==> config.mk <==
export PLATFORM = sky130hd
export DESIGN_NAME = dmem_arbiter_flat
export DESIGN_NICKNAME = d
export VERILOG_FILES = /design/src/rtl/dmem_arbiter_if.sv /design/src/rtl/dmem_arbiter.sv /design/src/flat_wrapper.sv
export SDC_FILE = /design/constraint.sdc
export NUM_CORES = 1
export LEC_CHECK = 0
export BUFFER_PORTS_ARGS = -buffer_cell sky130_fd_sc_hd__buf_2
export CAP_MARGIN = 25
export CORE_AREA = 2 2 117 119
export CTS_BUF_LIST = sky130_fd_sc_hd__clkbuf_4 sky130_fd_sc_hd__clkbuf_8
export CTS_CLUSTER_DIAMETER = 150
export DETAILED_ROUTE_END_ITERATION = 8
export DIE_AREA = 0 0 119 121
export PLACE_DENSITY = 0.81
export SYNTH_ARGS = -nofsm -noshare
export SYNTH_HDL_FRONTEND = slang
export SYNTH_SLANG_ARGS = --single-unit
==> constraint.sdc <==
create_clock -name clk -period 2.2 [get_ports clk]
set_input_delay 0.11 -clock clk [delete_from_list [all_inputs] [get_ports clk]]
set_output_delay 0.11 -clock clk [all_outputs]
set_load 0.02 [all_outputs]
==> src/rtl/dmem_arbiter_if.sv <==
// Bundle of the two requester ports and the memory port of the data-memory arbiter.
interface dmem_arbiter_if #(
    parameter int unsigned DATAW = 32
);
    // Port A: CPU load/store stage
    logic             a_req;
    logic             a_we;
    logic [DATAW-1:0] a_addr;
    logic [DATAW-1:0] a_wd;
    logic [DATAW-1:0] a_rdata;
    logic             a_done;
    logic             a_err;

    // Port B: debug/loader
    logic             b_req;
    logic             b_we;
    logic [DATAW-1:0] b_addr;
    logic [DATAW-1:0] b_wd;
    logic [DATAW-1:0] b_rdata;
    logic             b_done;
    logic             b_err;

    // Single-port memory, combinational read
    logic [DATAW-1:0] mem_address;
    logic [DATAW-1:0] mem_wd;
    logic             mem_we;
    logic [DATAW-1:0] mem_rd;

    // Requesters and memory model side
    modport master (
        output a_req, a_we, a_addr, a_wd,
        input  a_rdata, a_done, a_err,
        output b_req, b_we, b_addr, b_wd,
        input  b_rdata, b_done, b_err,
        input  mem_address, mem_wd, mem_we,
        output mem_rd
    );

    // Arbiter side
    modport slave (
        input  a_req, a_we, a_addr, a_wd,
        output a_rdata, a_done, a_err,
        input  b_req, b_we, b_addr, b_wd,
        output b_rdata, b_done, b_err,
        output mem_address, mem_wd, mem_we,
        input  mem_rd
    );
endinterface

==> src/rtl/dmem_arbiter.sv <==
// Round-robin arbiter and 3-cycle sequencer (grant, access, respond) for a
// single-port word-addressed data memory shared by the CPU (A) and debug (B) ports.
module dmem_arbiter #(
    parameter int unsigned MEM   = 64,
    parameter int unsigned DATAW = 32
) (
    input  logic           clk,
    input  logic           reset,
    dmem_arbiter_if.slave  bus
);

    typedef enum logic [1:0] {
        S_IDLE   = 2'd0,
        S_ACCESS = 2'd1,
        S_RESP   = 2'd2
    } state_t;

    localparam logic PORT_A = 1'b0;
    localparam logic PORT_B = 1'b1;

    state_t           r_state;
    state_t           w_state_nxt;

    logic             r_last_grant;
    logic             r_cur_port;
    logic             r_cur_we;
    logic [DATAW-1:0] r_cur_addr;
    logic [DATAW-1:0] r_cur_wd;
    logic             r_mem_we;
    logic             r_a_done;
    logic             r_a_err;
    logic             r_b_done;
    logic             r_b_err;
    logic [DATAW-1:0] r_a_rdata;
    logic [DATAW-1:0] r_b_rdata;

    logic             w_last_grant_nxt;
    logic             w_cur_port_nxt;
    logic             w_cur_we_nxt;
    logic [DATAW-1:0] w_cur_addr_nxt;
    logic [DATAW-1:0] w_cur_wd_nxt;
    logic             w_mem_we_nxt;
    logic             w_a_done_nxt;
    logic             w_a_err_nxt;
    logic             w_b_done_nxt;
    logic             w_b_err_nxt;
    logic [DATAW-1:0] w_a_rdata_nxt;
    logic [DATAW-1:0] w_b_rdata_nxt;

    logic             w_grant_a;
    logic             w_grant_b;
    logic             w_sel_we;
    logic [DATAW-1:0] w_sel_addr;
    logic [DATAW-1:0] w_sel_wd;
    logic             w_sel_in_range;
    logic             w_cur_in_range;

    // Round-robin choice: on a tie the port that was not granted last wins
    assign w_grant_a = bus.a_req & (~bus.b_req | (r_last_grant == PORT_B));
    assign w_grant_b = bus.b_req & ~w_grant_a;

    // Request fields of the winning port
    assign w_sel_we   = w_grant_a ? bus.a_we   : bus.b_we;
    assign w_sel_addr = w_grant_a ? bus.a_addr : bus.b_addr;
    assign w_sel_wd   = w_grant_a ? bus.a_wd   : bus.b_wd;

    // Full-width unsigned range checks, so high address bits can never alias into memory
    assign w_sel_in_range = (w_sel_addr < DATAW'(MEM));
    assign w_cur_in_range = (r_cur_addr < DATAW'(MEM));

    // State register
    always_ff @(posedge clk) begin
        if (reset) begin
            r_state <= S_IDLE;
        end else begin
            r_state <= w_state_nxt;
        end
    end

    // Next state and next values of the captured request and response registers
    always_comb begin
        w_state_nxt      = r_state;
        w_last_grant_nxt = r_last_grant;
        w_cur_port_nxt   = r_cur_port;
        w_cur_we_nxt     = r_cur_we;
        w_cur_addr_nxt   = r_cur_addr;
        w_cur_wd_nxt     = r_cur_wd;
        w_mem_we_nxt     = 1'b0;
        w_a_done_nxt     = 1'b0;
        w_a_err_nxt      = 1'b0;
        w_b_done_nxt     = 1'b0;
        w_b_err_nxt      = 1'b0;
        w_a_rdata_nxt    = r_a_rdata;
        w_b_rdata_nxt    = r_b_rdata;

        case (r_state)
            S_IDLE: begin
                if (w_grant_a || w_grant_b) begin
                    w_cur_port_nxt   = w_grant_a ? PORT_A : PORT_B;
                    w_last_grant_nxt = w_grant_a ? PORT_A : PORT_B;
                    w_cur_we_nxt     = w_sel_we;
                    w_cur_addr_nxt   = w_sel_addr;
                    w_cur_wd_nxt     = w_sel_wd;
                    // mem_we is high for the whole ACCESS cycle only for in-range stores
                    w_mem_we_nxt     = w_sel_we & w_sel_in_range;
                    w_state_nxt      = S_ACCESS;
                end
            end

            S_ACCESS: begin
                w_state_nxt = S_RESP;
                if (w_cur_in_range) begin
                    if (r_cur_port == PORT_A) begin
                        w_a_done_nxt = 1'b1;
                        if (!r_cur_we) begin
                            w_a_rdata_nxt = bus.mem_rd;
                        end
                    end else begin
                        w_b_done_nxt = 1'b1;
                        if (!r_cur_we) begin
                            w_b_rdata_nxt = bus.mem_rd;
                        end
                    end
                end else begin
                    w_a_err_nxt = (r_cur_port == PORT_A);
                    w_b_err_nxt = (r_cur_port == PORT_B);
                end
            end

            S_RESP: begin
                w_state_nxt = S_IDLE;
            end

            default: begin
                w_state_nxt = S_IDLE;
            end
        endcase
    end

    // Captured request, memory drive and response registers
    always_ff @(posedge clk) begin
        if (reset) begin
            r_last_grant <= PORT_B;
            r_cur_port   <= PORT_A;
            r_cur_we     <= 1'b0;
            r_cur_addr   <= '0;
            r_cur_wd     <= '0;
            r_mem_we     <= 1'b0;
            r_a_done     <= 1'b0;
            r_a_err      <= 1'b0;
            r_b_done     <= 1'b0;
            r_b_err      <= 1'b0;
            r_a_rdata    <= '0;
            r_b_rdata    <= '0;
        end else begin
            r_last_grant <= w_last_grant_nxt;
            r_cur_port   <= w_cur_port_nxt;
            r_cur_we     <= w_cur_we_nxt;
            r_cur_addr   <= w_cur_addr_nxt;
            r_cur_wd     <= w_cur_wd_nxt;
            r_mem_we     <= w_mem_we_nxt;
            r_a_done     <= w_a_done_nxt;
            r_a_err      <= w_a_err_nxt;
            r_b_done     <= w_b_done_nxt;
            r_b_err      <= w_b_err_nxt;
            r_a_rdata    <= w_a_rdata_nxt;
            r_b_rdata    <= w_b_rdata_nxt;
        end
    end

    // The write enable is gated by reset so a reset landing in ACCESS cancels the commit
    assign bus.mem_we      = r_mem_we & ~reset;
    assign bus.mem_address = r_cur_addr;
    assign bus.mem_wd      = r_cur_wd;

    assign bus.a_done  = r_a_done;
    assign bus.a_err   = r_a_err;
    assign bus.a_rdata = r_a_rdata;
    assign bus.b_done  = r_b_done;
    assign bus.b_err   = r_b_err;
    assign bus.b_rdata = r_b_rdata;

endmodule

==> src/flat_wrapper.sv <==
// flat-port wrapper written by rule: the top's interface ports become plain ports
module dmem_arbiter_flat 
#(
    parameter int unsigned MEM   = 64,
    parameter int unsigned DATAW = 32
)
  (clk, reset, bus_a_req, bus_a_we, bus_a_addr, bus_a_wd, bus_a_rdata, bus_a_done, bus_a_err, bus_b_req, bus_b_we, bus_b_addr, bus_b_wd, bus_b_rdata, bus_b_done, bus_b_err, bus_mem_address, bus_mem_wd, bus_mem_we, bus_mem_rd);
  dmem_arbiter_if #(.DATAW(DATAW)) bus_i ();
  input  logic clk;
  input  logic reset;
  input wire logic [$bits(bus_i.a_req)-1:0] bus_a_req;
  input wire logic [$bits(bus_i.a_we)-1:0] bus_a_we;
  input wire logic [$bits(bus_i.a_addr)-1:0] bus_a_addr;
  input wire logic [$bits(bus_i.a_wd)-1:0] bus_a_wd;
  output wire logic [$bits(bus_i.a_rdata)-1:0] bus_a_rdata;
  output wire logic [$bits(bus_i.a_done)-1:0] bus_a_done;
  output wire logic [$bits(bus_i.a_err)-1:0] bus_a_err;
  input wire logic [$bits(bus_i.b_req)-1:0] bus_b_req;
  input wire logic [$bits(bus_i.b_we)-1:0] bus_b_we;
  input wire logic [$bits(bus_i.b_addr)-1:0] bus_b_addr;
  input wire logic [$bits(bus_i.b_wd)-1:0] bus_b_wd;
  output wire logic [$bits(bus_i.b_rdata)-1:0] bus_b_rdata;
  output wire logic [$bits(bus_i.b_done)-1:0] bus_b_done;
  output wire logic [$bits(bus_i.b_err)-1:0] bus_b_err;
  output wire logic [$bits(bus_i.mem_address)-1:0] bus_mem_address;
  output wire logic [$bits(bus_i.mem_wd)-1:0] bus_mem_wd;
  output wire logic [$bits(bus_i.mem_we)-1:0] bus_mem_we;
  input wire logic [$bits(bus_i.mem_rd)-1:0] bus_mem_rd;
  assign bus_i.a_req = bus_a_req;
  assign bus_i.a_we = bus_a_we;
  assign bus_i.a_addr = bus_a_addr;
  assign bus_i.a_wd = bus_a_wd;
  assign bus_a_rdata = bus_i.a_rdata;
  assign bus_a_done = bus_i.a_done;
  assign bus_a_err = bus_i.a_err;
  assign bus_i.b_req = bus_b_req;
  assign bus_i.b_we = bus_b_we;
  assign bus_i.b_addr = bus_b_addr;
  assign bus_i.b_wd = bus_b_wd;
  assign bus_b_rdata = bus_i.b_rdata;
  assign bus_b_done = bus_i.b_done;
  assign bus_b_err = bus_i.b_err;
  assign bus_mem_address = bus_i.mem_address;
  assign bus_mem_wd = bus_i.mem_wd;
  assign bus_mem_we = bus_i.mem_we;
  assign bus_i.mem_rd = bus_mem_rd;
  dmem_arbiter #(.MEM(MEM), .DATAW(DATAW)) u_core (.clk(clk), .reset(reset), .bus(bus_i));
endmodule
# == After elaboration in Yosys (flattened, before gate mapping) ==
# Index checks and enable logic that the tools add are counted.
# Widths: inputs -> output; s select.
# word_totals
output_inout_bits,133
register_bits,138
wordCells,47
inputBits,166
# op_classes
reduce_logical,8
eq_ne,2
bitwise_logic,14
mux,8
magnitude_cmp,2
# ops
op,n
$lt 32x7->1 const B,2
$mux 32,2
$not 1->1,9
$reduce_or 3->1,3
$reduce_and 4->1,2
$and 1x1->1,4
$mux 1,4
$pmux 2 s2,1
$eq 2x1->1 const B,1
$logic_not 2->1,1
$mux 2,1
$ne 2x1->1 const B,1
$reduce_and 2->1,1
$logic_or 1x1->1,1
$or 1x1->1,1

# == Logic depth before layout (Yosys ltp) ==
# logic_depth
ltp_word,8
ltp_mapped,6

# == Worst setup path before layout ==
# No wires, ideal clock.
# synth_path
path_kind,flip-flop to flip-flop
start,"reg u_core.r_cur_addr[19], in the netlist u_core.bus.mem_address[19]"
end,"reg u_core.r_b_rdata[21], in the netlist u_core.bus.b_rdata[21]"
arrival_time_ns,1.394
path_stages_with_launch,7
period_less_slack_ns,1.527
path_slack_ns,0.673
setup_time_ns,0.132
path_cell_list,dfxtp_1 > nor4_2 > nand4_1 > buf_2 > buf_2 > o21ai_0 > a21oi_1
# synth_via
elab_chain_cells,2
# synth_lines
item,line_no,text
"start, declared",dmem_arbiter.sv:27,logic [DATAW-1:0] r_cur_addr;
"start signal, assigned",dmem_arbiter.sv:159,r_cur_addr <= w_cur_addr_nxt;
$lt 32x7->1,dmem_arbiter.sv:69,assign w_cur_in_range = (r_cur_addr < DATAW'(MEM));
$reduce_and 4->1 (no source line),--,
"end signal, assigned",dmem_arbiter.sv:167,r_b_rdata <= w_b_rdata_nxt;
"end, declared",dmem_arbiter.sv:35,logic [DATAW-1:0] r_b_rdata;
# Every way passes these cells.
# A chain may end at the register's enable or synchronous reset.

# == Final worst setup path ==
# layout_path
start,reg u_core.r_last_grant
end,"reg u_core.r_cur_wd[12], in the netlist u_core.bus.mem_wd[12]"
# layout_via
elab_chain_cells,6
# layout_lines
item,line_no,text
"start, declared",dmem_arbiter.sv:24,logic r_last_grant;
"start signal, assigned",dmem_arbiter.sv:156,r_last_grant <= w_last_grant_nxt;
$or 1x1->1 *,dmem_arbiter.sv:59,assign w_grant_a = bus.a_req & (~bus.b_req | (r_last_grant == PORT_B));
$and 1x1->1 *,dmem_arbiter.sv:59,
$not 1->1,dmem_arbiter.sv:60,assign w_grant_b = bus.b_req & ~w_grant_a;
$and 1x1->1,dmem_arbiter.sv:60,
$logic_or 1x1->1,dmem_arbiter.sv:98,if (w_grant_a || w_grant_b) begin
$reduce_and 2->1 (no source line),--,
"end signal, assigned",dmem_arbiter.sv:160,r_cur_wd <= w_cur_wd_nxt;
"end, declared",dmem_arbiter.sv:28,logic [DATAW-1:0] r_cur_wd;
# Mark *: on every way between the ends. The rest lies on a longest branch, timed or not.

==> reports/qor.csv <==
stage,metric,value,unit
clock_tree,clock_tree_root_buffer_cell,clkbuf_8,
pwr,ir_worst_vdd,0.408,mV
min_path,hold_path_startpoint,bus_a_wd[29],
layout,signed_area_change_from_the_synthesized_netlist_to_the_final_layout,47.0,%
clock_tree,cts_resized,0,
min_path,holdPathStages,3,
timing,postLayoutSetupSlackWorst,178,ps
critical_path,timing.critical_path.max_delay_family,buffers and inverters,
timing,setup_violations,0,
layout,commonest_cells_after_routing_fill_and_taps_aside,"297 x buf_2, 138 x dfxtp_1, 72 x nor2_1, 71 x dlygate4sd3_1",
critical_path,worst-path-buf-inv,2,
clock_tree,cts_clk_pin_slew_worst_paths,80,ps
critical_path,rr_worst_depth,5,
clock_tree,cts_hold_repair.buffers,71,
clock_tree,clkLatencyLatePin,440,ps
timing,finalClockSkew,10.9,ps
critical_path,crit-reg2reg-capture,u_core.bus.mem_wd[12],
detailed_routing,postRouteWirelength,19800,um
timing,grt_setup_unrepaired,false,
critical_path,endpoint_kind,flip-flop,
critical_path,worst_ep_required_time,2530,ps
detailed_routing,drc,0,
floorplan,design.die.area,14400,sq um
critical_path,worst_setup_path_start_kind,flip-flop,
detailed_routing,via_count,6350,
pwr,power.density,770,nW/um^2
synth,postSynthNetCount,811,
global_route,vias_in_the_first_global_route,6198,
placement,portBuffers,298,
floorplan,ioPinCount,299,
floorplan,initial_core_util,0.450,
timing,time_the_worst_path_needs_with_i_o_delays_and_setup,2020,ps
clock_tree,tritoncts,done,
layout,final_common_cell,buf_2,
critical_path,reg2reg_slack,180,ps
placement,place.gp.congestion,0.952,
clock_tree,postCtsSetupRepairBufs,0,
clock_tree,clk_path_buf_depth,2,
detailed_routing,routedWlPerCell,16.9,um
synth,yosysSeqAreaShare,0.469,
min_path,whs_endpoint,u_core.bus.mem_wd[29],
timing,timing.final.hold_violations,0,
global_route,grt_first_pass_wirelength,30500,um
detailed_routing,drtIter0Drc,496,
timing,fin_tns_setup,0,ps
critical_path,cp_data_arrival_time,2350,ps
global_route,tot_gr_track_use,0.268,
synth,synth_seq_cells,138,
synth,netlist_area,5890,sq um
clock_tree,cts_inserted_buffers,17,
placement,dp_hpwl,12900,um
global_route,antenna_found_initial,2,
timing,maxClockFrequency,0.495,GHz
detailed_routing,drt-vias-per-instance,5.43,
detailed_routing,first_pass_iters,8,
layout,drive_above_1_share,0.354,
flow_run,max_cap_viol_count,0,
critical_path,crit_path_start,u_core.r_last_grant,
layout,nNetsFinal,1146,
critical_path,rr_startpoint,u_core.r_last_grant,
min_path,worstHoldPathType,in2reg,
critical_path,worst-setup-path-type,reg2reg,
layout,final_cell_area,8650,sq um
floorplan,fp.coreArea,13100,sq um
detailed_routing,postRouteAntennaNets,0,
timing,slew_viol_final,0,
synth,syn_area_per_cell,9.13,sq um
pwr,leakage,0.00394,uW
floorplan,fp-row-count,42,
critical_path,cpMaxStageDelayCell,dlygate4sd3_1,
timing,slew_headroom,0.621,
synth,postSynthCellCount,645,
global_route,grt_max_degree,133,
floorplan,die-width,119,um
synth,number_of_warning_messages_in_the_yosys_log,0,
placement,placedInstanceArea,7410,sq um
critical_path,critical_path.max_fanout,52,
synth,synth.lib_cells_used.distinct,31,
timing,final_min_period_over_clock_period,0.919,
global_route,global_route.overflow_total,0,
timing,worstMarginPinSlew,569,ps
floorplan,fp.dieH,121,um
critical_path,timing.critical_path.cells,o21ai_4 -> buf_12 -> mux2i_1 -> dlygate4sd3_1 -> a211oi_1,
clock_tree,clock-sinks,138,
critical_path,cp_slowest_stage_delay,570,ps
status,status,"finished, final reports clean",
placement,post-place-ws,481,ps
clock_tree,cts_htree_levels,4,
[cells by family (layout without fill, tap and decap cells)]
logic type | count (synthesis) | count (layout) | synth area share
other cells | 0 | 2 | 0
mux | 65 | 65 | 0.111
compound gates | 196 | 196 | 0.196
buf+inv | 65 | 412 | 0.0599
simple gates | 181 | 181 | 0.164
flops | 138 | 138 | 0.469
[cell type report]
type	count	area (sq um)
Fill cell	1022	4430
Multi-Input combinational cell	442	2790
Sequential cell	138	2760
Timing Repair Buffer	380	2350
Clock buffer	21	289
Clock inverter	10	235
Tap cell	176	220
Antenna cell	2	5.00
Inverter	1	3.75
[Yosys cell counts]
cell type / number / area, sq um
dfxtp_1: 138 / 2760
nor2_1: 72 / 270
a211oi_1: 65 / 488
mux2i_1: 65 / 651
nand3_1: 65 / 325
a21oi_1: 64 / 320
o21ai_0: 56 / 280
clkbuf_1: 29 / 109
buf_2: 21 / 105
nor4_1: 14 / 87.6
buf_6: 8 / 90.1
o21ai_1: 8 / 40.0
buf_4: 6 / 45.0
nand4_1: 5 / 31.3
and4_1: 3 / 26.3
nand2_1: 3 / 11.3
nor3_1: 3 / 15.0
nor4_2: 3 / 37.5
nor4_4: 3 / 63.8
nor4b_1: 2 / 17.5
nor4b_2: 2 / 30.0
and4bb_1: 1 / 12.5
inv_1: 1 / 3.75
nand2b_1: 1 / 6.26
nor2b_1: 1 / 6.26
nor3_2: 1 / 10.0
nor4bb_1: 1 / 10.0
o21a_1: 1 / 7.51
o21ai_2: 1 / 8.76
o21bai_1: 1 / 7.51
or3_1: 1 / 6.26
[routing by layer]
metal	global-route usage	up-vias	part of all wire
met5	0	-	0
li1	-	3063	-
met4	0.149	0	0.038
met1	0.301	2899	0.38
met2	0.468	334	0.51
met3	0.0639	54	0.072
[metrics by stage]
| stage | instances | utilization | power, uW | hold WS, ps |
|---|---|---|---|---|
| floorplan | 645 | - | 3470 | 262 |
| global placement | 1066 | 0.566 | 3890 | 381 |
| detailed placement | 1066 | 0.566 | 3910 | 384 |
| CTS | 1168 | 0.661 | 6670 | 0.00425 |
| global route | 1170 | 0.661 | 6910 | 11.5 |
| finish | 1170 | 0.661 | 6660 | 21.4 |
[flip-flops by register name, summed over array words and instances, names as in the netlist]
name and flops:
u_core.bus.a_rdata 32, u_core.bus.b_rdata 32, u_core.bus.mem_address 32, u_core.bus.mem_wd 32, u_core.r_state 2, u_core.bus.a_done 1
u_core.bus.a_err 1, u_core.bus.b_done 1, u_core.bus.b_err 1, u_core.r_cur_port 1, u_core.r_cur_we 1, u_core.r_last_grant 1
u_core.r_mem_we 1
[how the worst max path moves through the flow]
stage | end | slack [ps] | depth (start not counted)
2_1_floorplan | u_core.bus.b_rdata[21] | 670 | 6
3_3_place_gp | u_core.bus.a_rdata[17] | 550 | 5
3_5_place_dp | u_core.bus.b_rdata[2] | 480 | 5
4_1_cts | u_core.bus.mem_wd[17] | 320 | 5
5_1_grt | u_core.bus.mem_wd[12] | 60 | 5
6_report | u_core.bus.mem_wd[12] | 180 | 5
[report_power, final]
group / total [uW] / internal (uW) / leakage, uW / switching (uW)
registers: 2770 / 2650 / 0.00113 / 119
clock network: 2670 / 1700 / 0.000259 / 968
logic: 1230 / 524 / 0.00255 / 702
[tightest hold or removal path: cells and delay by family]
kind,cells,cell delay [ps]
multiplexers,1,120
buffers and inverters,1,100
AO/OA/AOI/OAI,1,90
Power figures use the tool's default switching activity.
